File: config.mk
export PLATFORM = sky130hd
export DESIGN_NAME = seq_det_n
export DESIGN_NICKNAME = d
export VERILOG_FILES = /design/src/rtl/seq_det_n.sv
export SDC_FILE = /design/constraint.sdc
export NUM_CORES = 1
export LEC_CHECK = 0
export ABC_AREA = 1
export CORE_ASPECT_RATIO = 1.5
export CORE_MARGIN = 8
export CORE_UTILIZATION = 52
export CTS_CLUSTER_DIAMETER = 40
export DETAILED_ROUTE_END_ITERATION = 7
export HOLD_SLACK_MARGIN = 0.08
export PLACE_DENSITY = 0.79
export SYNTH_ARGS = -nofsm -noshare
export SYNTH_HDL_FRONTEND = slang
export SYNTH_SLANG_ARGS = --single-unit
export TNS_END_PERCENT = 100
File: constraint.sdc
create_clock -name CLK -period 1.7 [get_ports CLK]
set_clock_uncertainty 0.05 [all_clocks]
set_input_delay 0.34 -clock CLK [delete_from_list [all_inputs] [get_ports CLK]]
set_output_delay 0.34 -clock CLK [all_outputs]
set_load 0.01 [all_outputs]
File: src/rtl/seq_det_n.sv
// seq_det_n: scans a latched WIDTH-bit word one bit per clock (bit 0 first)
// and flags every position where the last PLEN bits equal PATTERN.
// PATTERN[PLEN-1] is the oldest (first) bit of the match window.
//
// Ports
//   CLK    in   system clock, rising edge
//   RST    in   asynchronous active-low reset
//   START  in   launch pulse, honoured only in IDLE
//   K0     in   0 = overlapping, 1 = non-overlapping detection (latched)
//   Ks     in   word to scan (latched at launch)
//   BUSY   out  high in SCAN and FIN
//   DONE   out  one-cycle pulse in FIN
//   FLAGS  out  FLAGS[i] set when a match ends at bit i
//   CNT    out  number of matches
//   NUM    out  seven-segment {a,b,c,d,e,f,g,dp} decode of CNT, dp = 0
//
// Build option: define SEG_HEX_EN to extend the NUM decode to 10..15 (A-F);
// without it only 0..9 decode and larger counts blank the display.
//
// state | meaning
// IDLE  | waiting for START, FLAGS/CNT hold the last result
// SCAN  | processing one bit of the latched word per clock
// FIN   | scan complete, DONE high for this one cycle

module seq_det_n #(
  parameter int WIDTH = 8,
  parameter int PLEN = 3,
  parameter logic [PLEN-1:0] PATTERN = 3'b101
) (
  input  logic                           CLK,
  input  logic                           RST,
  input  logic                           START,
  input  logic                           K0,
  input  logic [WIDTH-1:0]               Ks,
  output logic                           BUSY,
  output logic                           DONE,
  output logic [WIDTH-1:0]               FLAGS,
  output logic [$clog2(WIDTH+1)-1:0]     CNT,
  output logic [7:0]                     NUM
);

  localparam int CW = $clog2(WIDTH + 1);
  localparam int IW = $clog2(WIDTH);
  localparam int VW = $clog2(PLEN + 1);

  typedef enum logic [1:0] {
    IDLE = 2'd0,
    SCAN = 2'd1,
    FIN  = 2'd2
  } state_t;

  state_t            state;
  logic [WIDTH-1:0]  ks_q;
  logic              k0_q;
  logic [IW-1:0]     idx;
  logic [PLEN-1:0]   hist;
  logic [VW-1:0]     vcnt;

  logic [PLEN-1:0]   hist_nxt;
  logic [VW-1:0]     vcnt_nxt;
  logic              match;

  // Next history / valid-count for the bit under the index; a match needs
  // a full window of valid bits, which is what makes non-overlap work.
  always_comb begin
    hist_nxt = {hist[PLEN-2:0], ks_q[idx]};
    vcnt_nxt = (vcnt == VW'(PLEN)) ? vcnt : vcnt + VW'(1);
    match    = (hist_nxt == PATTERN) && (vcnt_nxt == VW'(PLEN));
  end

  always_ff @(posedge CLK or negedge RST) begin
    if (!RST) begin
      state <= IDLE;
      ks_q  <= '0;
      k0_q  <= 1'b0;
      idx   <= '0;
      hist  <= '0;
      vcnt  <= '0;
      BUSY  <= 1'b0;
      DONE  <= 1'b0;
      FLAGS <= '0;
      CNT   <= '0;
    end else begin
      case (state)
        IDLE: begin
          DONE <= 1'b0;
          if (START) begin
            ks_q  <= Ks;
            k0_q  <= K0;
            idx   <= '0;
            hist  <= '0;
            vcnt  <= '0;
            FLAGS <= '0;
            CNT   <= '0;
            BUSY  <= 1'b1;
            state <= SCAN;
          end
        end
        SCAN: begin
          hist <= hist_nxt;
          vcnt <= (match && k0_q) ? '0 : vcnt_nxt;
          if (match) begin
            FLAGS[idx] <= 1'b1;
            CNT        <= CNT + CW'(1);
          end
          if (idx == IW'(WIDTH - 1)) begin
            DONE  <= 1'b1;
            state <= FIN;
          end else begin
            idx <= idx + IW'(1);
          end
        end
        FIN: begin
          DONE  <= 1'b0;
          BUSY  <= 1'b0;
          state <= IDLE;
        end
        default: begin
          DONE  <= 1'b0;
          BUSY  <= 1'b0;
          state <= IDLE;
        end
      endcase
    end
  end

  logic [6:0] seg;

  always_comb begin
    seg = 7'b0000000;
    case (32'(CNT))
      32'd0:  seg = 7'b1111110;
      32'd1:  seg = 7'b0110000;
      32'd2:  seg = 7'b1101101;
      32'd3:  seg = 7'b1111001;
      32'd4:  seg = 7'b0110011;
      32'd5:  seg = 7'b1011011;
      32'd6:  seg = 7'b1011111;
      32'd7:  seg = 7'b1110000;
      32'd8:  seg = 7'b1111111;
      32'd9:  seg = 7'b1111011;
`ifdef SEG_HEX_EN
      32'd10: seg = 7'b1110111;
      32'd11: seg = 7'b0011111;
      32'd12: seg = 7'b1001110;
      32'd13: seg = 7'b0111101;
      32'd14: seg = 7'b1001111;
      32'd15: seg = 7'b1000111;
`else
`endif
      default: seg = 7'b0000000;
    endcase
    NUM = {seg, 1'b0};
  end

endmodule

# Word-level counts from Yosys, hierarchy flattened
# Memory sizes are Yosys's and may differ from the RTL's.
# Cells that the tools add are included.
# Widths: inputs -> output; s select.
[word_totals]
n_memories = 1
rom_bits = 112
out_inout_bits = 22
word_cells = 63
inputBits = 12
mem_bits_rw = 0
register_bits = 32
latch_bits = 0
[memory_table]
columns = ["name", "depth", "word_bits", "rd", "rd_ports_with_merged_regs", "write_ports", "line", "text"]
rows = [
  ["(no name shown)", 16, 7, 1, 0, 0, "131", "case (32'(CNT))"],
]
[op_classes]
n_addsub = 3
n_bitwise = 2
mul = 0
muxes = 25
n_reduce_logical = 11
order_cmp = 2
eq_ne = 9
n_div = 0
shift = 0
[op_table]
columns = ["cell", "n"]
rows = [
  ["$mux 8", 2],
  ["$pmux 8 s2", 1],
  ["$pmux 2 s2", 3],
  ["$mux 2", 5],
  ["$mux 4", 2],
  ["$ne 2x2->1 const B", 4],
  ["$or 8x8->8", 1],
  ["$pmux 4 s2", 1],
  ["$reduce_and 2->1", 4],
  ["$eq 3x3->1 const B", 2],
  ["$mux 3", 2],
  ["$pmux 3 s2", 1],
  ["$reduce_and 3->1", 2],
  ["$mux 1", 5],
  ["$add 4x1->4 const B", 1],
  ["$eq 2x2->1 const B", 2],
  ["$lt 3x4->1 const B", 1],
  ["$add 3x1->3 const B", 1],
  ["$bmux 1 s3", 1],
  ["$demux 1 s3", 1],
  ["$ge 3x1->1 const B", 1],
  ["$logic_and 1x1->1", 3],
  ["$add 2x1->2 const B", 1],
  ["$eq 2x1->1 const B", 1],
  ["other kinds (4)", 4],
]

# Logic depth before layout (Yosys ltp)
[logic_depth]
depth_word = 7
ltp_mapped = 13
mapped_depth_nobuf = 11

# Least setup slack after synthesis
# OpenSTA, ideal clock, no wires.
[synth_timing]
path_kind = "register -> output"
from = "register CNT[0]"
to = "output port NUM[6]"
arrival_time_ns = 1.306
path_stages_with_launch = 6
required_ns = 1.310
slack_ns = 0.004
n_path_buf = 0
path_cell_list = "dfrtp_1 inv_1 ha_1 nand2_1 inv_1 o21ai_0"
[synth_via]
elab_chain_len = 1
[synth_rtl]
columns = ["element", "line", "text"]
rows = [
  ["start: declaration", "38", "output logic [$clog2(WIDTH+1)-1:0] CNT,"],
  ["start signal: assignment", "104", "CNT <= CNT + CW'(1);"],
  ["$mem_v2 16x7", "--", ""],
  ["end: declaration", "39", "output logic [7:0] NUM"],
]
# No other way between the ends.

# Final worst setup path
[layout_timing]
from = "register CNT[1]"
to = "output port NUM[4]"
# The elaborated chain is that of the path after synthesis.

==> run_results.csv <==
group,metric,value,unit
status,status,"complete, but fails checks",
status,violations,"negative setup slack",
finish,nets,303,
routing,wl_per_cell,14.6,um
sta,fin_crit,1.84,ns
sta,hold_viol,0,
power,internal_power,0.00240,W
hold_path,hold_path_class,"in -> async",
sta,finalCritPeriodShare,108,%
routing,vias_per_cell,5.15,
global_route,track_usage,16.4,%
sta,layout_setup_ws,-0.144,ns
logic_synthesis,ys_warn_count,0,
floorplanning,num_rows,26,
setup_path,critical_path_class,"reg -> out",
power,p_leak,1.28,nW
power,netSwitchingFraction,40.4,%
sta,rsz0062_at_grt,"yes",
routing,route.detailed.drc,0,
setup_path,required,1.31,ns
clock_tree,cts_max_level,2,
floorplanning,ios,34,
logic_synthesis,synth_cell_types,26,
setup_path,cp_max_fo,3,
routing,first_iter_violations,68,
setup_path,end_kind,"primary output",
place,hpwl,3.01,mm
global_route,grt_remaining_overflow,0,
logic_synthesis,postSynthAreaPerCell,8.35,um2
clock_tree,cts_tree,"done",
power,p_seq_share,31.8,%
sta,finalSetupViolCount,7,
global_route,grt_use_met2,30.5,%
place,io_buffers,32,
power,max-vdd-ir-drop,1280,uV
logic_synthesis,syn-num-nets,243,
clock_tree,cts_made_buffers,5,
logic_synthesis,netlist_area,1850,um2
setup_path,critPathLaunchType,"register",
routing,drtPass1Iterations,4,
run,cap_violations,0,
finish,diodes,0,
finish,fill_cells,249,
power,power_switching,0.00162,W
floorplanning,die_h,89.1,um
power,clockPowerShare,18.0,%
clock_tree,clk_path_buf_depth,2,
place,place_ws,-0.242,ns
finish,drive_above_1_share,33.2,%
clock_tree,root_buffer,"clkbuf_8",
logic_synthesis,ys_ff_latch,32,
global_route,grt.busiest_layer,"met2",
clock_tree,clock_sinks,32,
sta,slew_violations,0,
logic_synthesis,netlist_instances,222,
global_route,met1_usage,16.4,%
routing,route.vias.total,1675,
power,power_density,1550,nW/um2
global_route,grt_pass1_vias,1738,
sta,fmax,542,MHz
floorplanning,die_area,5770,um2
clock_tree,postCtsHoldBufs,0,
global_route,antenna_found_initial,0,
finish,fin_util,76.0,%
setup_path,worstPathArrival,1.45,ns
routing,ant_nets,0,
power,combPwrFrac,50.2,%
finish,area_delta_synth_final,40.0,%
place,gp_congestion,0.825,
routing,wl,4.75,mm
clock_tree,clk_latency,0.29,ns
floorplanning,core,3420,um2
clock_tree,clkTransAtPathRegs,0.07,ns
global_route,met3_usage,4.27,%
floorplanning,die_w,64.8,um
global_route,grt_pass1_wl,7.54,mm
global_route,grt_max_degree,33,
floorplanning,start_util,54.3,%
logic_synthesis,ys_seq_area_share,43.2,%
[final cells by class]
cell class                      count  area, um2  area share [%]
Tap cell                           42       52.6            2.02
Inverter                           25       98.8            3.81
Timing Repair Buffer               62        542            20.9
Clock buffer                        5       68.8            2.65
Clock inverter                      3       42.5            1.64
Sequential cell                    32        802            30.9
Multi-Input combinational cell    156        990            38.1
[per-stage QoR]
step / hold slack, ns / instances / total power, W / area, um2 / TNS (ns)
5_1_grt: 0.429 / 325 / 0.00431 / 2600 / -1.03
4_1_cts: 0.399 / 323 / 0.00391 / 2530 / -0.497
3_3_place_gp: 0.440 / 310 / 0.00306 / 2330 / -1.20
3_5_place_dp: 0.453 / 310 / 0.00312 / 2330 / -1.43
2_1_floorplan: -0.00559 / 222 / 0.00243 / 1850 / 0
6_report: 0.392 / 325 / 0.00402 / 2600 / -0.631
[what timing repair did]
item                       4_1_cts  5_1_grt
hold endpoints to repair         0        0
pin swaps                        7        5
setup endpoints to repair       11       19
resized for setup               54       18
setup buffers                    5        2
gates cloned                     0        0
[Yosys cell counts (all sizes together)]
| cell | instances | area share (%) |
|---|---|---|
| nand2 | 66 | 15 |
| dfrtp | 32 | 43 |
| inv | 25 | 5.2 |
| nor2 | 25 | 5.5 |
| nand3 | 22 | 9.6 |
| a21oi | 12 | 3.2 |
| o21ai | 12 | 3.2 |
| buf | 9 | 4.5 |
| ha | 9 | 6.1 |
| mux2 | 5 | 3.0 |
| conb | 1 | 0.20 |
| o21a | 1 | 0.41 |
| o22ai | 1 | 0.34 |
| xnor2 | 1 | 0.47 |
| xor2 | 1 | 0.47 |
[worst max-delay path, cell delays in order, from the launching register on]
cell     delay, ns
dfrtp_1       0.42
inv_2         0.13
ha_4          0.23
nand2_2       0.06
inv_2         0.05
o21ai_2       0.10
nand2_1       0.05
buf_2         0.13
[metal layers]
layer | up-vias | wire length, um
met5 | - | 0
met4 | 0 | 168
met3 | 15 | 267
met2 | 50 | 2490
met1 | 791 | 1820
li1 | 819 | -
[sequential cells by signal, indices dropped and copies added, names as in the netlist]
register and flops:
ks_q 8, BUSY 1, state 2, vcnt 2, CNT 4, idx 3, hist 2, k0_q 1
FLAGS 8, DONE 1
[power by group through the flow]
stage	clock [W]	sequential (W)	combinational, W
3_5_place_dp	0	0.00128	0.00184
5_1_grt	0.000774	0.00132	0.00222
2_1_floorplan	0	0.00126	0.00117
3_3_place_gp	0	0.00126	0.00179
4_1_cts	0.000740	0.00127	0.00191
6_report	0.000725	0.00128	0.00202
[path summary, 6_finish.rpt]
path	slack, ns	endpoint	depth (start not counted)	from
worst min register to register	0.46	ks_q[5]	1	ks_q[5]
worst max register to register	0.12	FLAGS[3]	11	idx[0]
min in group CLK	0.46	ks_q[5]	1	ks_q[5]
worst min-delay path	0.39	idx[2]	2	RST
worst max-delay path	-0.14	NUM[4]	7	CNT[1]
max in group asynchronous	0.90	idx[0]	2	RST
[cells by family (layout without fill, tap and decap cells)]
logic type / Yosys count / after routing / share of synthesized area, %
AOI/OAI and AO/OA: 26 / 26 / 7.22
xor gates and xnor gates: 2 / 2 / 0.945
adders and majority gates: 9 / 9 / 6.07
buffers and inverters: 34 / 95 / 9.72
DFF: 32 / 32 / 43.2
muxes: 5 / 5 / 3.04
other: 1 / 1 / 0.202
and+or+nand+nor: 113 / 113 / 29.6
[cells in the final DEF (no fill, tap or decap), drive strengths merged, types with 2 or more instances in the layout]
cell,instances
nand3,22
o21ai,12
buf,37
inv,25
clkbuf,5
ha,9
clkdlybuf4s50,21
a21oi,12
dfrtp,32
nor2,25
nand2,66
dlygate4sd2,2
mux2,5
No activity file was read; power rests on OpenSTA's default activity.
